[src/rtl/fetch_unit.sv]
// Instruction-fetch front end: PC, synchronous ROM read port and a
// DEPTH-entry instruction queue drained by decode over valid/ready.
module fetch_unit #(
  parameter int IW    = 9,
  parameter int AW    = 6,
  parameter int DEPTH = 4
) (
  input  logic                         Clk,
  input  logic                         Reset,
  input  logic                         Jen,
  input  logic [AW-1:0]                Jtarget,
  input  logic                         Halt,
  output logic                         imem_en,
  output logic [AW-1:0]                imem_addr,
  input  logic [IW-1:0]                imem_data,
  output logic                         instr_valid,
  input  logic                         instr_ready,
  output logic [IW-1:0]                instr_data,
  output logic [AW-1:0]                instr_pc,
  output logic [$clog2(DEPTH+1)-1:0]   count,
  output logic                         Done
);

  localparam int CW = $clog2(DEPTH+1);
  localparam int PW = (DEPTH > 1) ? $clog2(DEPTH) : 1;
  localparam logic [CW:0]   DEPTH_O = (CW+1)'(DEPTH);
  localparam logic [PW-1:0] LAST    = PW'(DEPTH-1);

  logic [AW-1:0] pc;
  logic          halted;
  logic          done_q;
  logic          epoch;

  logic          infl_v;
  logic          infl_ep;
  logic [AW-1:0] infl_pc;

  logic [IW-1:0] q_data [DEPTH];
  logic [AW-1:0] q_pc   [DEPTH];
  logic [PW-1:0] head;
  logic [PW-1:0] tail;
  logic [CW-1:0] occ;

  logic [CW:0]   pending;
  logic          issue;
  logic          push;
  logic          pop;

  function automatic logic [PW-1:0] bump(input logic [PW-1:0] p);
    return (p == LAST) ? '0 : p + PW'(1);
  endfunction

  // The in-flight read reserves a queue slot so a return never overflows.
  assign pending = {1'b0, occ} + {{CW{1'b0}}, infl_v};
  assign issue   = !Reset && !halted && !Jen && (pending < DEPTH_O);
  assign push    = infl_v && (infl_ep == epoch) && !Jen;
  assign pop     = (occ != '0) && instr_ready && !Jen;

  assign imem_en     = issue;
  assign imem_addr   = pc;
  assign instr_valid = (occ != '0);
  assign instr_data  = q_data[head];
  assign instr_pc    = q_pc[head];
  assign count       = occ;
  assign Done        = done_q;

  always_ff @(posedge Clk or posedge Reset) begin
    if (Reset) begin
      pc      <= '0;
      halted  <= 1'b0;
      done_q  <= 1'b0;
      epoch   <= 1'b0;
      infl_v  <= 1'b0;
      infl_ep <= 1'b0;
      infl_pc <= '0;
      head    <= '0;
      tail    <= '0;
      occ     <= '0;
      for (int i = 0; i < DEPTH; i++) begin
        q_data[i] <= '0;
        q_pc[i]   <= '0;
      end
    end else begin
      halted  <= halted | Halt;
      if (halted && (occ == '0) && !infl_v)
        done_q <= 1'b1;

      infl_v  <= issue;
      infl_pc <= pc;
      infl_ep <= epoch;

      if (Jen) begin
        // Flipping the epoch orphans any read still returning.
        pc    <= Jtarget;
        epoch <= ~epoch;
        head  <= '0;
        tail  <= '0;
        occ   <= '0;
      end else begin
        if (issue)
          pc <= pc + AW'(1);
        if (push) begin
          q_data[tail] <= imem_data;
          q_pc[tail]   <= infl_pc;
          tail         <= bump(tail);
        end
        if (pop)
          head <= bump(head);
        case ({push, pop})
          2'b10:   occ <= occ + CW'(1);
          2'b01:   occ <= occ - CW'(1);
          default: occ <= occ;
        endcase
      end
    end
  end

endmodule

[config.mk]
export PLATFORM = sky130hd
export DESIGN_NAME = fetch_unit
export DESIGN_NICKNAME = d
export VERILOG_FILES = /design/src/rtl/fetch_unit.sv
export SDC_FILE = /design/constraint.sdc
export NUM_CORES = 1
export LEC_CHECK = 0
export ABC_AREA = 1
export CAP_MARGIN = 20
export CORE_ASPECT_RATIO = 1.25
export CORE_UTILIZATION = 44
export DETAILED_ROUTE_END_ITERATION = 8
export PLACE_DENSITY = 0.65
export SLEW_MARGIN = 0
export SYNTH_ARGS = -nofsm -noshare
export SYNTH_HDL_FRONTEND = slang
export SYNTH_SLANG_ARGS = --single-unit
export TNS_END_PERCENT = 20
[constraint.sdc]
create_clock -name Clk -period 3.75 [get_ports Clk]
set_input_delay 1.125 -clock Clk [delete_from_list [all_inputs] [get_ports Clk]]
set_output_delay 1.125 -clock Clk [all_outputs]
set_load 0.02 [all_outputs]
Word-level counts from Yosys, hierarchy flattened
Cells that the tools add are included.
{"block": "word_totals", "reg_bits": 84, "input_bits": 20, "output_inout_bits": 27, "elab_cells": 81}
{"block": "op_classes", "add_sub_neg": 6, "order_cmp": 4, "n_eq_ne": 5, "mux": 22, "bitwise": 5, "reduce_logical": 21}
{"cell": "$bwmux 36", "count": 1}
{"cell": "$mux 6", "count": 5}
{"cell": "$mux 9", "count": 3}
{"cell": "$bwmux 24", "count": 1}
{"cell": "$bmux 9 s2", "count": 1}
{"cell": "$demux 9 s2", "count": 1}
{"cell": "$bmux 6 s2", "count": 1}
{"cell": "$demux 6 s2", "count": 1}
{"cell": "$mux 2", "count": 6}
{"cell": "$logic_and 1x1->1", "count": 10}
{"cell": "$add 6x1->6 const B", "count": 1}
{"cell": "$eq 2x2->1 const B", "count": 3}
{"cell": "$ge 3x3->1 const B", "count": 2}
{"cell": "$not 2->3", "count": 2}
{"cell": "$pmux 3 s2", "count": 1}
{"cell": "$reduce_bool 2->1", "count": 3}
{"cell": "$reduce_bool 3->1", "count": 2}
{"cell": "$add 2x1->2 const B", "count": 2}
{"cell": "$add 3x1->4", "count": 1}
{"cell": "$logic_not 1->1", "count": 4}
{"cell": "$lt 4x3->1 const B", "count": 1}
{"cell": "$add 3x1->3 const B", "count": 1}
{"cell": "$logic_not 3->1", "count": 1}
{"cell": "$lt 3x1->1 const B", "count": 1}
{"cell": "7 further kinds", "count": 8}

Depth between registers and ports, before layout
{"block": "logic_depth", "word_depth": 6, "mapped_depth": 11, "depth_no_buf": 11}

Worst setup path before layout
Ideal clock, no wire load.
{"block": "synth_timing", "path_kind": "input -> output", "startpoint": "input Jen", "endpoint": "output imem_en", "arrival_ns": 1.536, "required_ns": 2.625, "setup_slack_ns": 1.089, "cell_stages": 3, "n_path_buf": 0, "path_cell_list": "nor2_1 -> nand2_1 -> nor2_2"}
{"block": "synth_via", "elab_chain_len": 3}
{"element": "from (decl)", "line_no": "10", "rtl": "input logic Jen,"}
{"element": "$logic_not 1->1", "line_no": "55", "rtl": "assign issue = !Reset && !halted && !Jen && (pending < DEPTH_O);"}
{"element": "$logic_and 1x1->1 (2 in a row)", "line_no": "55"}
{"element": "to (decl)", "line_no": "13", "rtl": "output logic imem_en,"}
No other way between the ends.

Worst setup path after layout
{"block": "layout_timing", "startpoint": "input Reset", "endpoint": "output imem_en"}
{"block": "layout_via", "elab_chain_len": 4}
{"element": "from (decl)", "line_no": "9", "rtl": "input logic Reset,"}
{"element": "$logic_not 1->1 (no line)"}
{"element": "$logic_and 1x1->1 (3 in a row)", "line_no": "55"}
No other way between the ends.

==> flow_summary.ini <==
[outcome]
outcome = finished, final reports clean

[yosys]
synth_seq_cells = 84
yosysSeqAreaShare = 0.542
syn_inst = 420
synth_cell_types = 30
synth_area_leaders = dfrtp_1, nand2_1, o21ai_1
syn-cell-area_um2 = 3880
synth_fp_nets = 447
syn_area_per_cell_um2 = 9.23
synth_top_area_share = 0.542
yosys_warnings = 0
synth_area_leader_cell = dfrtp_1

[sta]
period_share = 0.946
finalSetupViolCount = 0
fin_crit_ns = 3.55
finalHoldViolCount = 0
max_freq_mhz = 282
slew_headroom = 0.624
finalClockSkew_ns = 0.00932
slew_viol_final = 0
worst_pin_slew_ns = 0.563
timing.setup.tns_ns = 0
rsz0062_at_grt = no

[clock_tree]
clk_pin_slew_ns = 0.08
cts_tree = yes
root_buffer = clkbuf_8
htree_levels = 3
clk-insertion-delay-late_ns = 0.35
cts_resized = 0
hold_buffers = 0
numCtsBuffers = 9
clockBufferDepth = 2
post_cts_buffers = 0
cts.sinks = 84

[cells_and_area]
diodes = 0
stdcell_count = 588
nFillCells = 774
finalNetCount = 493
layout-drive-gt1-share = 0.117
syn_to_final_growth_pct = 18.3

[place]
io_buffers = 46
placed_cells = 572
dp_hpwl_um = 4950
place_congestion = 0.703

[detailed_routing]
dr.pass1.iters = 4
drt_iter0_drc = 159
ant_nets = 0
vias = 2924
wirelength_um = 7680
wire_per_inst_um = 13.1
drcViolationCount = 0
via_per_inst = 4.97

[critical_path]
critPathKind = primary input to output port
crit_arrival_ns = 2.42
crit_fanout = 2
endpoint_kind = output port
required_ns = 2.62
critPathLaunchType = primary input

[global_routing]
grt_pass1_wl_um = 12700
track_usage = 0.180
grt_util_met3 = 0.0377
busiest_layer = met2
grt_pass1_vias = 2708
grt_max_degree = 35
globalRouteOverflowTotal = 0
grt_use_met2 = 0.304
antenna_found_initial = 0
grt_use_met1 = 0.226

[run]
maxCapViolCount = 0

[floorplan]
design.die.area_um2 = 9190
die_y_um = 107
num_rows = 37
dieWidth_um = 86.0
start_util = 0.463
ioPinCount = 47
coreArea_um2 = 8380

[min_path]
min_path_type = register to register

[power_and_ir_drop]
ir_drop_mv = 0.277
power_density_nw_per_um2 = 534
leakage_nw = 2.18
-- final timing paths --
kind	start	to	slack, ns	depth (start not counted)
max in group asynchronous	Reset	q_pc[18]	1.90	3
setup reg to reg	count[1]	count[2]	1.95	10
hold reg to reg	imem_addr[5]	infl_pc[5]	0.47	0
min in group asynchronous	Reset	halted	1.16	2
hold / removal	imem_addr[5]	infl_pc[5]	0.47	0
setup / recovery	Reset	imem_en	0.20	5
-- where the power goes --
part | internal, mW | switching (mW) | leakage [nW]
Combinational | 0.333 | 0.448 | 0.937
Clock | 0.332 | 0.332 | 0.107
Sequential | 0.954 | 0.0492 | 1.13
Total | 1.62 | 0.830 | 2.18
-- metal layers --
| metal | vias up | wire length, µm |
|---|---|---|
| met2 | 70 | 3770 |
| li1 | 1470 | - |
| met1 | 1380 | 3470 |
| met3 | 4 | 389 |
| met4 | 0 | 48 |
| met5 | - | 0 |
-- critical path: stages --
cell	delay, ns
clkdlybuf4s50_1	0.43
nor2_1	0.09
nand2_1	0.07
nor2_2	0.10
clkdlybuf4s50_1	0.61
-- final cells by class --
class / instances / area, µm² / share of cell area
multi-input cells: 285 / 1480 / 0.323
inverters: 30 / 114 / 0.0248
flip-flops and latches: 84 / 2100 / 0.458
clock buffers: 10 / 138 / 0.0300
repair buffers: 56 / 536 / 0.117
well taps: 117 / 146 / 0.0319
clock inverters: 6 / 70.1 / 0.0153
-- registers in the layout (all words and copies together) (netlist names) --
name,flops
infl_ep,1
count,3
epoch,1
infl_pc,6
infl_v,1
Done,1
halted,1
head,2
tail,2
q_pc,24
q_data,36
imem_addr,6
-- cell usage after synthesis --
master    count
a21oi_1       1
buf_4         1
buf_6         9
clkbuf_1      8
clkbuf_8      3
dfrtp_1      84
fa_1          1
ha_1          6
inv_1        28
inv_2         2
nand2_1      98
nand2_2       2
nand2_4       4
nand3_1       5
nand3_2       1
nand3_4       1
nor2_1       41
nor2_2        2
nor2_4        1
nor2_8        1
o211ai_1      4
o21ai_0      34
o21ai_1      47
o21ai_2      13
o21bai_1      2
o22ai_1      15
o31ai_1       1
or2_2         1
xnor2_1       2
xor2_1        2
-- metrics by stage --
stage	hold slack [ns]	instance area, µm²	utilization	worst slack [ns]	power, mW
floorplan	0.429	3880	-	0.460	1.48
global placement	0.442	4380	0.523	0.200	1.80
detailed placement	0.446	4380	0.523	0.198	1.81
CTS	0.470	4590	0.548	0.190	2.48
global route	0.487	4590	0.548	0.103	2.59
finish	0.465	4590	0.548	0.202	2.45
-- cell families (layout without fill, tap and decap cells) --
group	count (synthesis)	in the layout	synth area share
buffers and inverters	51	102	0.0755
xor gates and xnor gates	4	4	0.00904
DFF	84	84	0.542
and+or+nand+nor	157	157	0.176
AOI/OAI and AO/OA	117	117	0.173
adders and majority gates	7	7	0.0245
-- layout by cell type, fill, tap and decap left out --
master           count
clkbuf_8            10
o21ai_1             47
nand2_2              2
nand3_4              1
nand2_1             98
o21bai_1             2
o21ai_2             13
ha_1                 6
xnor2_1              2
inv_2                2
nand3_1              5
xor2_1               2
or2_2                1
o22ai_1             15
nand2_4              4
nor2_8               1
buf_4               10
nand3_2              1
inv_6                2
nor2_4               1
dfrtp_1             84
o21ai_0             34
nor2_2               2
o31ai_1              1
fa_1                 1
clkinv_2             2
bufinv_16            1
clkdlybuf4s50_1     46
inv_1               27
clkinv_4             2
a21oi_1              1
nor2_1              41
o211ai_1             4
Power figures use the tool's default switching activity.
